File: src/rtl/uart_frame_tx_sched_if.sv
// Signal bundle between the frame/message scheduler, the TX frame RAM, the
// status requester and uart_tx. The scheduler takes the master side.
interface uart_frame_tx_sched_if #(
    parameter int ADDR_W = 13
);
    logic              frame_tick;
    logic              rd_en;
    logic [ADDR_W-1:0] rd_addr;
    logic [7:0]        rd_data;
    logic              msg_valid;
    logic [7:0]        msg_data;
    logic              msg_ready;
    logic              tx_start;
    logic [7:0]        tx_data;
    logic              tx_busy;
    logic              tx_done;
    logic              busy;
    logic              frame_sent;
    logic              overrun;
    logic [3:0]        dbg_state;

    modport master (
        input  frame_tick, rd_data, msg_valid, msg_data, tx_busy, tx_done,
        output rd_en, rd_addr, msg_ready, tx_start, tx_data, busy, frame_sent,
               overrun, dbg_state
    );

    modport slave (
        output frame_tick, rd_data, msg_valid, msg_data, tx_busy, tx_done,
        input  rd_en, rd_addr, msg_ready, tx_start, tx_data, busy, frame_sent,
               overrun, dbg_state
    );
endinterface

File: src/rtl/uart_frame_tx_sched.sv
// Owns the single uart_tx byte transmitter: streams one packed edge-map frame
// as sync/length/payload/checksum and slots single status bytes between frames.
module uart_frame_tx_sched #(
    parameter int         FRAME_BYTES = 5280,
    parameter int         ADDR_W      = 13,
    parameter logic [7:0] SYNC0       = 8'hA5,
    parameter logic [7:0] SYNC1       = 8'h5A
) (
    input logic                   clk,
    input logic                   reset,
    uart_frame_tx_sched_if.master bus
);
    typedef enum logic [3:0] {
        IDLE, MSG, HDR, RD, RDW, SEND, WAIT, CSUM, CWAIT
    } state_t;

    localparam logic [15:0] LEN  = 16'(FRAME_BYTES);
    localparam logic [15:0] LAST = 16'(FRAME_BYTES - 1);

    state_t            state_q, state_d;
    logic              issued_q, issued_d;
    logic [1:0]        hcnt_q, hcnt_d;
    logic [15:0]       idx_q, idx_d;
    logic [7:0]        csum_q, csum_d;
    logic              pending_q, pending_d;
    logic [7:0]        tx_data_q, tx_data_d;
    logic [ADDR_W-1:0] rd_addr_q, rd_addr_d;
    logic              frame_sent_q, frame_sent_d;
    logic              overrun_q, overrun_d;

    logic              tx_start_c;
    logic              msg_ready_c;
    logic              rd_en_c;
    logic              frame_active;
    logic              start_frame;
    logic [ADDR_W-1:0] rd_addr_c;

    function automatic logic [7:0] hdr_byte(input logic [1:0] n);
        case (n)
            2'd0:    return SYNC0;
            2'd1:    return SYNC1;
            2'd2:    return LEN[15:8];
            default: return LEN[7:0];
        endcase
    endfunction

    // Handshakes: a status byte moves on the cycle msg_valid && msg_ready, and
    // the requester holds msg_data until then. tx_start is a single-cycle
    // request that is only raised while tx_busy is low; tx_data then stays
    // put until the matching tx_done pulse.
    assign rd_addr_c = (state_q == RD) ? idx_q[ADDR_W-1:0] : rd_addr_q;

    always_comb begin
        state_d      = state_q;
        issued_d     = issued_q;
        hcnt_d       = hcnt_q;
        idx_d        = idx_q;
        csum_d       = csum_q;
        pending_d    = pending_q;
        tx_data_d    = tx_data_q;
        rd_addr_d    = rd_addr_c;
        frame_sent_d = 1'b0;
        overrun_d    = 1'b0;
        tx_start_c   = 1'b0;
        msg_ready_c  = 1'b0;
        rd_en_c      = 1'b0;
        start_frame  = 1'b0;
        frame_active = (state_q inside {HDR, RD, RDW, SEND, WAIT, CSUM, CWAIT});

        // Only one frame can be queued; anything beyond that is reported and dropped.
        if (bus.frame_tick) begin
            if (frame_active || pending_q) overrun_d = 1'b1;
            else                           pending_d = 1'b1;
        end

        case (state_q)
            IDLE: begin
                if (!bus.tx_busy) begin
                    if (pending_q || bus.frame_tick) begin
                        start_frame = 1'b1;
                    end else if (bus.msg_valid) begin
                        state_d   = MSG;
                        issued_d  = 1'b0;
                        tx_data_d = bus.msg_data;
                    end
                end
            end
            MSG: begin
                if (!issued_q) begin
                    if (!bus.tx_busy) begin
                        tx_start_c  = 1'b1;
                        msg_ready_c = 1'b1;
                        issued_d    = 1'b1;
                    end
                end else if (bus.tx_done) begin
                    // A frame queued behind this byte starts right away.
                    if (pending_q || bus.frame_tick) start_frame = 1'b1;
                    else                             state_d     = IDLE;
                end
            end
            HDR: begin
                if (!issued_q) begin
                    if (!bus.tx_busy) begin
                        tx_start_c = 1'b1;
                        issued_d   = 1'b1;
                    end
                end else if (bus.tx_done) begin
                    issued_d = 1'b0;
                    if (hcnt_q == 2'd3) begin
                        state_d = RD;
                        idx_d   = '0;
                    end else begin
                        hcnt_d    = hcnt_q + 2'd1;
                        tx_data_d = hdr_byte(hcnt_q + 2'd1);
                    end
                end
            end
            RD: begin
                rd_en_c = 1'b1;
                state_d = RDW;
            end
            RDW: begin
                tx_data_d = bus.rd_data;
                state_d   = SEND;
            end
            SEND: begin
                if (!bus.tx_busy) begin
                    tx_start_c = 1'b1;
                    csum_d     = csum_q + tx_data_q;
                    state_d    = WAIT;
                end
            end
            WAIT: begin
                if (bus.tx_done) begin
                    idx_d = idx_q + 16'd1;
                    if (idx_q == LAST) begin
                        state_d   = CSUM;
                        tx_data_d = csum_q;
                    end else begin
                        state_d = RD;
                    end
                end
            end
            CSUM: begin
                if (!bus.tx_busy) begin
                    tx_start_c = 1'b1;
                    state_d    = CWAIT;
                end
            end
            CWAIT: begin
                if (bus.tx_done) begin
                    frame_sent_d = 1'b1;
                    csum_d       = '0;
                    idx_d        = '0;
                    state_d      = IDLE;
                end
            end
            default: state_d = IDLE;
        endcase

        if (start_frame) begin
            state_d   = HDR;
            pending_d = 1'b0;
            issued_d  = 1'b0;
            hcnt_d    = 2'd0;
            tx_data_d = SYNC0;
        end
    end

    always_ff @(posedge clk or posedge reset) begin
        if (reset) begin
            state_q      <= IDLE;
            issued_q     <= 1'b0;
            hcnt_q       <= '0;
            idx_q        <= '0;
            csum_q       <= '0;
            pending_q    <= 1'b0;
            tx_data_q    <= '0;
            rd_addr_q    <= '0;
            frame_sent_q <= 1'b0;
            overrun_q    <= 1'b0;
        end else begin
            state_q      <= state_d;
            issued_q     <= issued_d;
            hcnt_q       <= hcnt_d;
            idx_q        <= idx_d;
            csum_q       <= csum_d;
            pending_q    <= pending_d;
            tx_data_q    <= tx_data_d;
            rd_addr_q    <= rd_addr_d;
            frame_sent_q <= frame_sent_d;
            overrun_q    <= overrun_d;
        end
    end

    assign bus.rd_en      = rd_en_c;
    assign bus.rd_addr    = rd_addr_c;
    assign bus.msg_ready  = msg_ready_c;
    assign bus.tx_start   = tx_start_c;
    assign bus.tx_data    = tx_data_q;
    assign bus.busy       = (state_q != IDLE);
    assign bus.frame_sent = frame_sent_q;
    assign bus.overrun    = overrun_q;
    assign bus.dbg_state  = state_q;
endmodule

File: src/flat_wrapper.sv
// flat-port wrapper written by rule: the top's interface ports become plain ports
module uart_frame_tx_sched_flat 
#(
    parameter int         FRAME_BYTES = 5280,
    parameter int         ADDR_W      = 13,
    parameter logic [7:0] SYNC0       = 8'hA5,
    parameter logic [7:0] SYNC1       = 8'h5A
)
  (clk, reset, bus_frame_tick, bus_rd_data, bus_msg_valid, bus_msg_data, bus_tx_busy, bus_tx_done, bus_rd_en, bus_rd_addr, bus_msg_ready, bus_tx_start, bus_tx_data, bus_busy, bus_frame_sent, bus_overrun, bus_dbg_state);
  uart_frame_tx_sched_if #(.ADDR_W(ADDR_W)) bus_i ();
  input logic clk;
  input logic reset;
  input wire logic [$bits(bus_i.frame_tick)-1:0] bus_frame_tick;
  input wire logic [$bits(bus_i.rd_data)-1:0] bus_rd_data;
  input wire logic [$bits(bus_i.msg_valid)-1:0] bus_msg_valid;
  input wire logic [$bits(bus_i.msg_data)-1:0] bus_msg_data;
  input wire logic [$bits(bus_i.tx_busy)-1:0] bus_tx_busy;
  input wire logic [$bits(bus_i.tx_done)-1:0] bus_tx_done;
  output wire logic [$bits(bus_i.rd_en)-1:0] bus_rd_en;
  output wire logic [$bits(bus_i.rd_addr)-1:0] bus_rd_addr;
  output wire logic [$bits(bus_i.msg_ready)-1:0] bus_msg_ready;
  output wire logic [$bits(bus_i.tx_start)-1:0] bus_tx_start;
  output wire logic [$bits(bus_i.tx_data)-1:0] bus_tx_data;
  output wire logic [$bits(bus_i.busy)-1:0] bus_busy;
  output wire logic [$bits(bus_i.frame_sent)-1:0] bus_frame_sent;
  output wire logic [$bits(bus_i.overrun)-1:0] bus_overrun;
  output wire logic [$bits(bus_i.dbg_state)-1:0] bus_dbg_state;
  assign bus_i.frame_tick = bus_frame_tick;
  assign bus_i.rd_data = bus_rd_data;
  assign bus_i.msg_valid = bus_msg_valid;
  assign bus_i.msg_data = bus_msg_data;
  assign bus_i.tx_busy = bus_tx_busy;
  assign bus_i.tx_done = bus_tx_done;
  assign bus_rd_en = bus_i.rd_en;
  assign bus_rd_addr = bus_i.rd_addr;
  assign bus_msg_ready = bus_i.msg_ready;
  assign bus_tx_start = bus_i.tx_start;
  assign bus_tx_data = bus_i.tx_data;
  assign bus_busy = bus_i.busy;
  assign bus_frame_sent = bus_i.frame_sent;
  assign bus_overrun = bus_i.overrun;
  assign bus_dbg_state = bus_i.dbg_state;
  uart_frame_tx_sched #(.FRAME_BYTES(FRAME_BYTES), .ADDR_W(ADDR_W), .SYNC0(SYNC0), .SYNC1(SYNC1)) u_core (.clk(clk), .reset(reset), .bus(bus_i));
endmodule
File: config.mk
export PLATFORM = sky130hd
export DESIGN_NAME = uart_frame_tx_sched_flat
export DESIGN_NICKNAME = d
export VERILOG_FILES = /design/src/rtl/uart_frame_tx_sched_if.sv /design/src/rtl/uart_frame_tx_sched.sv /design/src/flat_wrapper.sv
export SDC_FILE = /design/constraint.sdc
export NUM_CORES = 1
export LEC_CHECK = 0
export CAP_MARGIN = 5
export CELL_PAD_IN_SITES_DETAIL_PLACEMENT = 0
export CELL_PAD_IN_SITES_GLOBAL_PLACEMENT = 1
export CORE_MARGIN = 2
export CORE_UTILIZATION = 40
export DETAILED_ROUTE_END_ITERATION = 10
export DONT_BUFFER_PORTS = 1
export GPL_TIMING_DRIVEN = 0
export PLACE_DENSITY_LB_ADDON = 0.1
export SYNTH_ARGS = -nofsm -noshare
export SYNTH_HDL_FRONTEND = slang
export SYNTH_SLANG_ARGS = --single-unit
File: constraint.sdc
create_clock -name clk -period 2 [get_ports clk]
set_clock_uncertainty 0.05 [all_clocks]
set_input_delay 0.2 -clock clk [delete_from_list [all_inputs] [get_ports clk]]
set_output_delay 0.2 -clock clk [all_outputs]
set_load 0.005 [all_outputs]
; After elaboration in Yosys (flattened, before gate mapping)
; Index checks and enable logic that the tools add are counted.
[totals]
mem_bits_ro = 0
ff_bits = 55
mem_count = 0
latchBits = 0
inputBits = 22
ram_bits = 0
[op_classes]
n_lt_le_gt_ge = 0
add_sub_neg = 3
mul = 0
n_bitwise = 0
eq_ne = 35
shift = 0
n_reduce_logical = 23
n_mux = 67
n_div = 0
[op_table]
columns = operator, count
row1 = 2-to-1 mux 8 bit, 11
row2 = 2-to-1 mux 16 bit, 5
row3 = 2-to-1 mux 4 bit, 14
row4 = case mux 16 bit (3 select lines), 1
row5 = "!= test 3 x 2 -> 1 bit, second input constant", 13
row6 = case mux 4 bit (9 select lines), 1
row7 = case mux 8 bit (4 select lines), 1
row8 = case mux 8 bit (3 select lines), 1
row9 = 2-to-1 mux 1 bit, 22
row10 = "adder 16 x 1 -> 16 bit, second input constant", 1
row11 = "equality test 16 x 13 -> 1 bit, second input constant", 1
row12 = "equality test 4 x 3 -> 1 bit, second input constant", 4
row13 = case mux 8 bit (2 select lines), 1
row14 = 2-to-1 mux 13 bit, 1
row15 = AND reduction 13 bit, 1
row16 = 2-to-1 mux 2 bit, 5
row17 = "!= test 2 bit, second input constant", 5
row18 = nonzero test 2 bit, 5
row19 = AND reduction 9 bit, 1
row20 = adder 8 bit, 1
row21 = "equality test 4 x 2 -> 1 bit, second input constant", 2
row22 = AND reduction 4 bit, 2
row23 = nonzero test 4 bit, 2
row24 = nonzero test 7 bit, 1
row25 = other kinds (19), 26

; Depth between registers and ports, before layout
[depth]
ltp_word = 8
mapped_depth = 8
depth_no_buf = 7

; Worst setup path before layout
; OpenSTA, ideal clock, no wires.
[synth_timing]
kind = register -> register
start = reg u_core.state_q[3] (netlist: u_core.bus.dbg_state[3])
end = reg u_core.tx_data_q[1] (netlist: u_core.bus.tx_data[1])
setup_time_ns = 0.121
n_path_buf = 2
path_stages_with_launch = 8
slack_ns = -0.135
t_arrival_ns = 1.964
path_cell_list = dfrtp_1 > or4b_4 > o32a_2 > or2_1 > buf_6 > and4_4 > buf_6 > a22o_1
[synth_between]
elab_chain_len = 4
word_cells_on_any_way = 18
[synth_lines]
columns = item, line_no
row1 = start: declaration, uart_frame_tx_sched.sv:20  ; state_t state_q, state_d;
row2 = start signal: assignment, uart_frame_tx_sched.sv:183  ; state_q <= state_d;
row3 = equality test 4 x 1 -> 1 bit or zero test 4 bit (tied branches), uart_frame_tx_sched.sv:76  ; case (state_q)
row4 = case mux 1 bit (2 select lines), uart_frame_tx_sched.sv:76
row5 = != test 3 x 1 -> 1 bit (no line) (tied with other cells), n/a
row6 = AND reduction 9 bit (no line), n/a
row7 = end signal: assignment, uart_frame_tx_sched.sv:189  ; tx_data_q <= tx_data_d;
row8 = end: declaration, uart_frame_tx_sched.sv:26  ; logic [7:0] tx_data_q, tx_data_d;
; Several ways; a longest one is shown, not always the timed one.
; A chain may end at the register's enable or synchronous reset.

; Worst setup path after layout
[layout_timing]
start = reg u_core.state_q[1] (netlist: u_core.bus.dbg_state[1])
end = reg u_core.tx_data_q[1] (netlist: u_core.bus.tx_data[1])
; Same word-level chain as after synthesis.

==> flow_metrics.py <==
metrics = {
    "clocking": {
        "clk_path_buf_depth": 2,
        "cts_max_level": 2,
        "clock_latency_ns": 0.31,
        "root_buffer": "clkbuf_8",
        "clkTransAtPathRegs_ns": 0.11,
        "cts_tree": "yes",
        "numCtsBuffers": 5,
        "cts.sinks": 55,
    },
    "yosys": {
        "syn-cell-area_sq_um": 3453,
        "synth_edf_count": 0,
        "synth_area_leaders": "dfrtp_1 (40%), mux2_2 (5.2%), ha_1 (4.0%)",
        "synth_top_area_share_pct": 39.86,
        "yosysTopAreaCell": "dfrtp_1",
        "synth_cell_types": 62,
        "async_flop_share_pct": 100.0,
        "syn_area_per_cell_sq_um": 9.593,
        "synth_ff_type": "dfrtp_1",
        "synth_fp_nets": 394,
        "ys_ff_latch": 55,
        "netlist_instances": 360,
        "ys_seq_area_share_pct": 39.86,
        "ys_warn_count": 0,
    },
    "routing": {
        "viasPerCell": 5.848,
        "vias": 2924,
        "top_layer_used": "met4",
        "wl_met2_um": 4956,
        "drc": 0,
        "drtPass1Iterations": 4,
        "ant_nets": 0,
        "met3_length_um": 456,
        "drtIter0Drc": 87,
        "drt_wl_total_um": 9662,
        "wl_per_cell_um": 19.32,
        "wl_met1_um": 4162,
    },
    "cells_and_area": {
        "fill_cells": 762,
        "layout.cells.non_filler": 500,
        "final_cell_area_sq_um": 4337,
        "multi_input_area_sq_um": 2203,
        "utilization_pct": 52.25,
        "n_antenna_cell": 0,
        "synthToLayoutAreaGrowth_pct": 25.58,
        "drive_gt1_share_pct": 36.46,
        "nNetsFinal": 428,
        "seqCellArea_sq_um": 1389,
    },
    "setup_path": {
        "slowest_stage": "or4b_4",
        "path_buf_inv": 0,
        "cp.required_ns": 2.16,
        "crit_fanout": 8,
        "path_delay_family": "simple AND/OR/NAND/NOR gates",
        "path_cells": "or4b_4 > o32a_4 > or2_4 > and4_4 > a22o_1",
        "arrival_ns": 2.25,
        "slowest_delay_ns": 0.56,
        "critPathKind": "flop to flop",
        "cp-start-kind": "flop",
        "cp-end-kind": "flop",
    },
    "grt": {
        "globalRouteOverflowTotal": 0,
        "grt_pass1_wl_um": 15520,
        "grt_max_degree": 32,
        "antenna_found_initial": 0,
        "grt_pass1_vias": 2944,
        "grt_usage_pct": 20.49,
    },
    "sta": {
        "hold_violations": 0,
        "final_max_slew_viol_count": 0,
        "max_freq_mhz": 479.8,
        "setup_ws_ns": -0.08425,
        "slew_headroom_pct": 61.82,
        "rsz0062_at_grt": "yes",
        "period_needed_ns": 2.084,
        "setup_viol": 23,
        "fin_crit_sh_pct": 104.2,
        "fin_hold_ws_ns": 0.05559,
        "tightestPinTransition_ns": 0.5696,
        "tns_ns": -0.8746,
    },
    "floorplan": {
        "dieArea_sq_um": 9393,
        "io_pins": 53,
        "die_h_um": 96.92,
        "die_w_um": 96.92,
        "coreArea_sq_um": 8299,
        "row_count": 33,
        "start_util_pct": 41.61,
    },
    "pwr": {
        "power_leakage_nw": 1.847,
        "p_total_mw": 6.261,
        "powerDensity_nw_per_um2": 1444,
        "vdd_drop_max_v": 0.0006022,
    },
    "outcome": {
        "violations": "setup timing",
        "status": "finished with violations",
    },
    "placement": {
        "hpwlAfterDp_um": 6763,
        "port-buffer-count": 0,
        "dpl-instance-area_sq_um": 3610,
        "place_inst": 466,
        "dp_slack_ns": -0.6821,
        "routabilityCongestion": 0.8568,
    },
    "run": {
        "cap_violations": 0,
    },
    "min_path": {
        "worstHoldPathType": "input port to flop",
    },
}
-- worst reg2reg max path: stages (launching register included) --
cell	delay, ns
dfrtp_2	0.50
or4b_4	0.56
o32a_4	0.23
or2_4	0.27
and4_4	0.21
a22o_1	0.18
-- registers in the layout (all words and copies together) (netlist names) --
signal / flops
u_core.bus.frame_sent: 1
u_core.bus.tx_data: 8
u_core.pending_q: 1
u_core.bus.dbg_state: 4
u_core.hcnt_q: 2
u_core.issued_q: 1
u_core.rd_addr_q: 13
u_core.csum_q: 8
u_core.bus.overrun: 1
u_core.idx_q: 16
-- cell type report --
class	count	share of cell area [%]
Timing Repair Buffer	31	6.492
Clock inverter	3	0.5193
Inverter	12	1.039
Clock buffer	5	1.587
Tap cell	105	3.029
Buffer	19	4.501
Multi-Input combinational cell	270	50.81
Sequential cell	55	32.03
-- kinds of logic (layout without fill, tap and decap cells) --
logic type / after synthesis / after routing / synth area share, %
AO/OA/AOI/OAI: 107 / 107 / 21.59
XOR/XNOR: 6 / 6 / 1.522
flip-flops: 55 / 55 / 39.86
buffers and inverters: 35 / 70 / 6.884
AND/OR/NAND/NOR: 126 / 126 / 19.49
multiplexers: 19 / 19 / 6.087
adder cells (fa/ha/maj): 12 / 12 / 4.565
-- metal layers --
metal	global-route usage, %	up-vias
met2	35.20	73
met1	26.53	1431
met3	4.335	8
li1	-	1412
met4	4.659	0
met5	0	-
-- synthesized netlist by cell type (all sizes together) (10+ instances only) --
cell type,instances
clkbuf,13
a22o,10
buf,10
nor3,10
nor2,26
dfrtp,55
nand3,10
ha,11
a21oi,26
mux2,16
nand2,28
inv,12
o21ai,21
-- repair_timing --
item / 4_1_cts / 5_1_grt
hold buffers: 2 / 0
pin swaps: 13 / 10
resized for setup: 59 / 52
setup buffers: 18 / 9
endpoints found under the setup margin: 56 / 44
cloned: 1 / 0
hold endpoints to repair: 26 / 0
-- final timing paths --
path                       cells past startpoint  slack, ns                             endpoint                                 from
hold / removal                                 2       0.06    u_core.bus.tx_data[0]$_DFFE_PP0P_                      bus_msg_data[0]
hold reg to reg                                1       0.47        u_core.rd_addr_q[9]$_DFF_PP0_        u_core.rd_addr_q[9]$_DFF_PP0_
setup / recovery                               5      -0.08    u_core.bus.tx_data[1]$_DFFE_PP0P_  u_core.bus.dbg_state[1]$_DFFE_PP0P_
min in group asynchronous                      2       0.33        u_core.rd_addr_q[6]$_DFF_PP0_                                reset
max in group asynchronous                      3       1.00  u_core.bus.dbg_state[2]$_DFFE_PP0P_                                reset
setup reg to reg                               5      -0.08    u_core.bus.tx_data[1]$_DFFE_PP0P_  u_core.bus.dbg_state[1]$_DFFE_PP0P_
-- cells in the final DEF, fill, tap and decap left out, types with 7 or more instances in the layout --
cell type,netlist,layout
dfrtp_1,55,45
nand2_1,28,26
buf_4,2,24
nor2_1,26,19
a21oi_1,26,18
o21ai_0,20,14
buf_6,6,11
inv_1,12,11
mux2_4,0,11
a22o_1,10,10
dfrtp_2,0,10
clkbuf_8,5,9
nand3_1,10,9
a21oi_2,0,7
-- report_power, final --
part	internal (mW)	switching (mW)
combinational	1.85	2.02
clock	0.253	0.407
sequential	1.39	0.337
total	3.50	2.76
Note: power is estimated with default switching activity, not from simulation.
